===== config.mk =====
export PLATFORM = sky130hd
export DESIGN_NAME = id_stage_reg
export DESIGN_NICKNAME = d
export VERILOG_FILES = /design/src/rtl/id_stage_reg.sv
export SDC_FILE = /design/constraint.sdc
export NUM_CORES = 1
export LEC_CHECK = 0
export BUFFER_PORTS_ARGS = -buffer_cell sky130_fd_sc_hd__clkbuf_2
export CORE_MARGIN = 3
export CORE_UTILIZATION = 25
export CTS_CLUSTER_DIAMETER = 80
export CTS_CLUSTER_SIZE = 30
export DETAILED_ROUTE_END_ITERATION = 7
export PLACE_DENSITY = 0.45
export RECOVER_POWER = 25
export SYNTH_ARGS = -nofsm -noshare
export SYNTH_HDL_FRONTEND = slang
export SYNTH_SLANG_ARGS = --single-unit

===== constraint.sdc =====
create_clock -name clk -period 7.2 [get_ports clk]
set_clock_uncertainty 0.1 [all_clocks]
set_input_delay 1.44 -clock clk [delete_from_list [all_inputs] [get_ports clk]]
set_output_delay 1.44 -clock clk [all_outputs]
set_load 0.03 [all_outputs]

===== src/rtl/id_stage_reg.sv =====
// ID/EXE pipeline register with flush-over-freeze priority and a saturating bubble counter.
// Latency 1 cycle; freeze holds every register (no other backpressure), flush inserts a bubble.
module id_stage_reg (
    input  logic        clk,
    input  logic        rst,
    input  logic        freeze,
    input  logic        flush,
    input  logic        valid_in,
    input  logic        wb_en_in,
    input  logic        mem_r_en_in,
    input  logic        mem_w_en_in,
    input  logic        b_in,
    input  logic        s_in,
    input  logic        imm_in,
    input  logic [3:0]  exec_cmd_in,
    input  logic [31:0] pc_in,
    input  logic [31:0] val_r_n_in,
    input  logic [31:0] val_r_m_in,
    input  logic [11:0] shift_operand_in,
    input  logic [23:0] signed_imm_24_in,
    input  logic [3:0]  dest_in,
    input  logic [3:0]  src_1_in,
    input  logic [3:0]  src_2_in,
    input  logic [3:0]  sr_in,
    output logic        wb_en_out,
    output logic        mem_r_en_out,
    output logic        mem_w_en_out,
    output logic        b_out,
    output logic        s_out,
    output logic        imm_out,
    output logic [3:0]  exec_cmd_out,
    output logic [31:0] pc_out,
    output logic [31:0] val_r_n_out,
    output logic [31:0] val_r_m_out,
    output logic [11:0] shift_operand_out,
    output logic [23:0] signed_imm_24_out,
    output logic [3:0]  dest_out,
    output logic [3:0]  src_1_out,
    output logic [3:0]  src_2_out,
    output logic [3:0]  sr_out,
    output logic        valid_out,
    output logic [15:0] bubble_count
);

    localparam int ADDRESS_LEN               = 32;
    localparam int REGISTER_FILE_LEN         = 32;
    localparam int REGISTER_FILE_ADDRESS_LEN = 4;
    localparam int EXEC_COMMAND_LEN          = 4;
    localparam int SHIFT_OPERAND_LEN         = 12;
    localparam int SIGNED_IMM_LEN            = 24;

    typedef struct packed {
        logic                                 wb_en;
        logic                                 mem_r_en;
        logic                                 mem_w_en;
        logic                                 b;
        logic                                 s;
        logic                                 imm;
        logic [EXEC_COMMAND_LEN-1:0]          exec_cmd;
        logic [ADDRESS_LEN-1:0]               pc;
        logic [REGISTER_FILE_LEN-1:0]         val_r_n;
        logic [REGISTER_FILE_LEN-1:0]         val_r_m;
        logic [SHIFT_OPERAND_LEN-1:0]         shift_operand;
        logic [SIGNED_IMM_LEN-1:0]            signed_imm_24;
        logic [REGISTER_FILE_ADDRESS_LEN-1:0] dest;
        logic [REGISTER_FILE_ADDRESS_LEN-1:0] src_1;
        logic [REGISTER_FILE_ADDRESS_LEN-1:0] src_2;
        logic [3:0]                           sr;
    } id_bundle_t;

    id_bundle_t  load_dat;
    id_bundle_t  bundle_q;
    logic        valid_q;
    logic [15:0] bubble_q;
    logic        bubble_edge;
    logic [15:0] bubble_next;

    // A hazard bubble keeps its data fields but must never carry side-effecting control.
    always_comb begin
        load_dat               = '0;
        load_dat.wb_en         = wb_en_in    & valid_in;
        load_dat.mem_r_en      = mem_r_en_in & valid_in;
        load_dat.mem_w_en      = mem_w_en_in & valid_in;
        load_dat.b             = b_in        & valid_in;
        load_dat.s             = s_in        & valid_in;
        load_dat.imm           = imm_in;
        load_dat.exec_cmd      = exec_cmd_in;
        load_dat.pc            = pc_in;
        load_dat.val_r_n       = val_r_n_in;
        load_dat.val_r_m       = val_r_m_in;
        load_dat.shift_operand = shift_operand_in;
        load_dat.signed_imm_24 = signed_imm_24_in;
        load_dat.dest          = dest_in;
        load_dat.src_1         = src_1_in;
        load_dat.src_2         = src_2_in;
        load_dat.sr            = sr_in;
    end

    assign bubble_edge = flush | (~freeze & ~valid_in);
    assign bubble_next = (bubble_q == 16'hFFFF) ? bubble_q : bubble_q + 16'd1;

    always_ff @(posedge clk or posedge rst) begin
        if (rst) begin
            bundle_q <= '0;
            valid_q  <= 1'b0;
            bubble_q <= '0;
        end else begin
            // Flush outranks freeze so a taken branch is never swallowed by a stall.
            if (flush) begin
                bundle_q <= '0;
                valid_q  <= 1'b0;
            end else if (!freeze) begin
                bundle_q <= load_dat;
                valid_q  <= valid_in;
            end
            if (bubble_edge) begin
                bubble_q <= bubble_next;
            end
        end
    end

    assign wb_en_out         = bundle_q.wb_en;
    assign mem_r_en_out      = bundle_q.mem_r_en;
    assign mem_w_en_out      = bundle_q.mem_w_en;
    assign b_out             = bundle_q.b;
    assign s_out             = bundle_q.s;
    assign imm_out           = bundle_q.imm;
    assign exec_cmd_out      = bundle_q.exec_cmd;
    assign pc_out            = bundle_q.pc;
    assign val_r_n_out       = bundle_q.val_r_n;
    assign val_r_m_out       = bundle_q.val_r_m;
    assign shift_operand_out = bundle_q.shift_operand;
    assign signed_imm_24_out = bundle_q.signed_imm_24;
    assign dest_out          = bundle_q.dest;
    assign src_1_out         = bundle_q.src_1;
    assign src_2_out         = bundle_q.src_2;
    assign sr_out            = bundle_q.sr;
    assign valid_out         = valid_q;
    assign bubble_count      = bubble_q;

endmodule


==> results.yml <==
final_layout:
  syn2layout_area_growth_pct: 36.6
  num_antenna_cells: 0
  finalNetCount: 1090
  final_core_util_pct: 35.0
  final_cells: 1317
  drive_gt1_share_pct: 40.8
logic_synthesis:
  synth-async-reset-ratio_pct: 100
  syn-num-nets: 765
  synth_commonest_cells: "dfrtp_1 (175), nor2_1 (167), mux2i_1 (153)"
  synth-seq-area-share_pct: 61.0
  synth_cell_types: 36
  ys_ff_latch: 175
  yosysWarnings: 0
  synthCells: 601
  synth_top_area_share_pct: 61.0
  postSynthAreaPerCell_sq_um: 11.9
  synth_edf_count: 0
  ys.flop_type: "dfrtp_1"
  synthesis.area_sq_um: 7180
  yosysTopAreaCell: "dfrtp_1"
  synthMostInstantiatedCell: "dfrtp_1"
  synthTopCellsByArea: "dfrtp_1 (61%), mux2i_1 (21%), nor2_1 (8.7%), buf_2 (1.3%), clkbuf_1 (0.89%)"
sta:
  rsz0062_at_grt: "no"
  fin_crit_sh_pct: 45.5
  setup_viol: 0
  finalHoldViolCount: 0
  tightest_slew_ns: 1.13
  worst_hold_slack_ns: 0.410
  slew_headroom_pct: 24.4
  setup_tns_ns: 0
  final-max-slew-violation-count: 0
  setup_ws_ns: 3.93
  max_freq_ghz: 0.305
  post-route-min-period_ns: 3.27
setup_path:
  crit_chain: "buf_4 > buf_4 > o21bai_2 > nand3_1 > nor4_1 > xor2_1"
  cp-end-kind: "flip-flop"
  critPathKind: "in2reg"
  cp.required_ns: 7.45
  cp_max_fo: 67
  critPathLaunchType: "primary input"
  crit_slowest_cell: "buf_4"
  arrival_ns: 3.52
  r2r_slack_ns: 5.33
  slowest_delay_ns: 0.64
  cpMostUsedCell: "buf_4"
floorplan:
  die_w_um: 175
  num_io_pins: 338
  std_cell_rows: 61
  die_h_um: 175
  start_util_pct: 25.6
  dieArea_sq_um: 30800
  core_area_sq_um: 28000
drt:
  drt_iter0_drc: 275
  routed_via_density: 4.17
  wl_per_cell_um: 15.5
  first_pass_iters: 4
  ant_nets: 0
  vias: 5486
  drc: 0
  routed_wl_um: 20400
pwr:
  powerDensity_nw_per_um2: 254
  leakage_nw: 5.50
  irDropWorstVdd_v: 0.000139
clocking:
  hold_buffers: 0
  clockRootBuffer: "clkbuf_16"
  postCtsResizedCells: 0
  postCtsSetupBuffers: 0
  h-tree-depth: 4
  cts_buffers: 17
  clk_pin_slew_worst_paths_ns: 0.08
  cts_sinks: 175
  clk_path_buf_depth: 2
  clock_latency_ns: 0.42
  cts_tree: "built"
global_route:
  grt_pass1_wl_um: 32100
  grt_start_max_net_pins: 94
  track_usage_pct: 13.0
  antenna_found_initial: 0
  gr-total-overflow: 0
  grt_pass1_vias: 5568
status:
  status: "finished, final reports clean"
place:
  hpwlAfterDp_um: 14300
  place_congestion: 0.699
  portBuffers: 337
  place_inst: 1285
  dp_worst_setup_slack_ns: 3.40
worst_hold_path:
  hold_class: "reg2reg"
job:
  maxCapViolCount: 0
where the power goes:
group / switching (mW) / internal [mW]
sequential: 0.0632 / 1.05
combinational: 0.297 / 0.158
clock: 0.439 / 0.478
cell usage in the layout, fill, tap and decap left out, drive strengths merged, types with 2 or more instances in the layout:
cell type  synthesis  final
clkinv             0      2
buf               20      6
nand4              4      4
mux2               2      2
a21oi              9      9
nor2             168    168
nand2              9      9
mux2i            153    153
and3               3      3
nor4               4      4
xnor2              3      3
nand3              6      6
nor3b              2      2
xor2               7      7
nor3               4      4
dfrtp            175    175
clkbuf            17    356
inv                2     12
sequential cells by signal, summed over array words and instances, names as in the netlist, 4 cells and up:
name and count:
sr_out 4, exec_cmd_out 4, src_2_out 4, signed_imm_24_out 24, val_r_m_out 32, bubble_count 16, shift_operand_out 12, src_1_out 4
dest_out 4, val_r_n_out 32, pc_out 32
layout make-up:
type / count / area [sq um]
fill: 2910 / 18200
clock buffer: 19 / 453
sequential: 175 / 4380
clock inverter: 13 / 119
timing repair buffer: 343 / 1740
inverter: 2 / 12.5
tap: 378 / 473
multi-input combinational: 387 / 2630
critical path, delay by kind of cell:
kind | cells | cell delay [ns]
xor+xnor | 1 | 0.18
buf+inv | 2 | 1.00
compound gates | 1 | 0.27
simple gates | 2 | 0.63
metrics by stage:
| stage | cell area, sq um | total power, mW |
|---|---|---|
| finish | 9800 | 2.49 |
| global route | 9800 | 2.63 |
| CTS | 9810 | 2.54 |
| detailed placement | 9240 | 1.60 |
| global placement | 9240 | 1.60 |
| floorplan | 7180 | 1.43 |
kinds of logic (layout without fill, tap and decap cells):
logic type	count (synthesis)	after routing	synth area share, %
flops	175	175	61.0
xor+xnor	10	10	1.22
mux	155	155	21.7
buf+inv	39	377	2.37
compound gates	17	17	1.53
fa+ha+maj	1	1	0.174
simple gates	204	204	12.0
per-layer routing:
metal,vias up,wire (um),global-route usage [%]
li1,2670,-,-
met1,2616,8990,17.1
met2,188,9840,21.2
met3,12,1380,3.93
met4,0,222,2.94
met5,-,0,0
worst paths after layout:
kind	start	cells past startpoint	to
max in group asynchronous	rst	3	src_2_out[1]$_DFFE_PP0P_
hold / removal	bubble_count[7]$_DFFE_PP0P_	1	bubble_count[7]$_DFFE_PP0P_
setup reg to reg	bubble_count[1]$_DFFE_PP0P_	5	bubble_count[1]$_DFFE_PP0P_
setup / recovery	flush	6	bubble_count[15]$_DFFE_PP0P_
hold reg to reg	bubble_count[7]$_DFFE_PP0P_	1	bubble_count[7]$_DFFE_PP0P_
min in group asynchronous	rst	2	val_r_m_out[31]$_DFFE_PP0P_
Power figures use the tool's default switching activity.
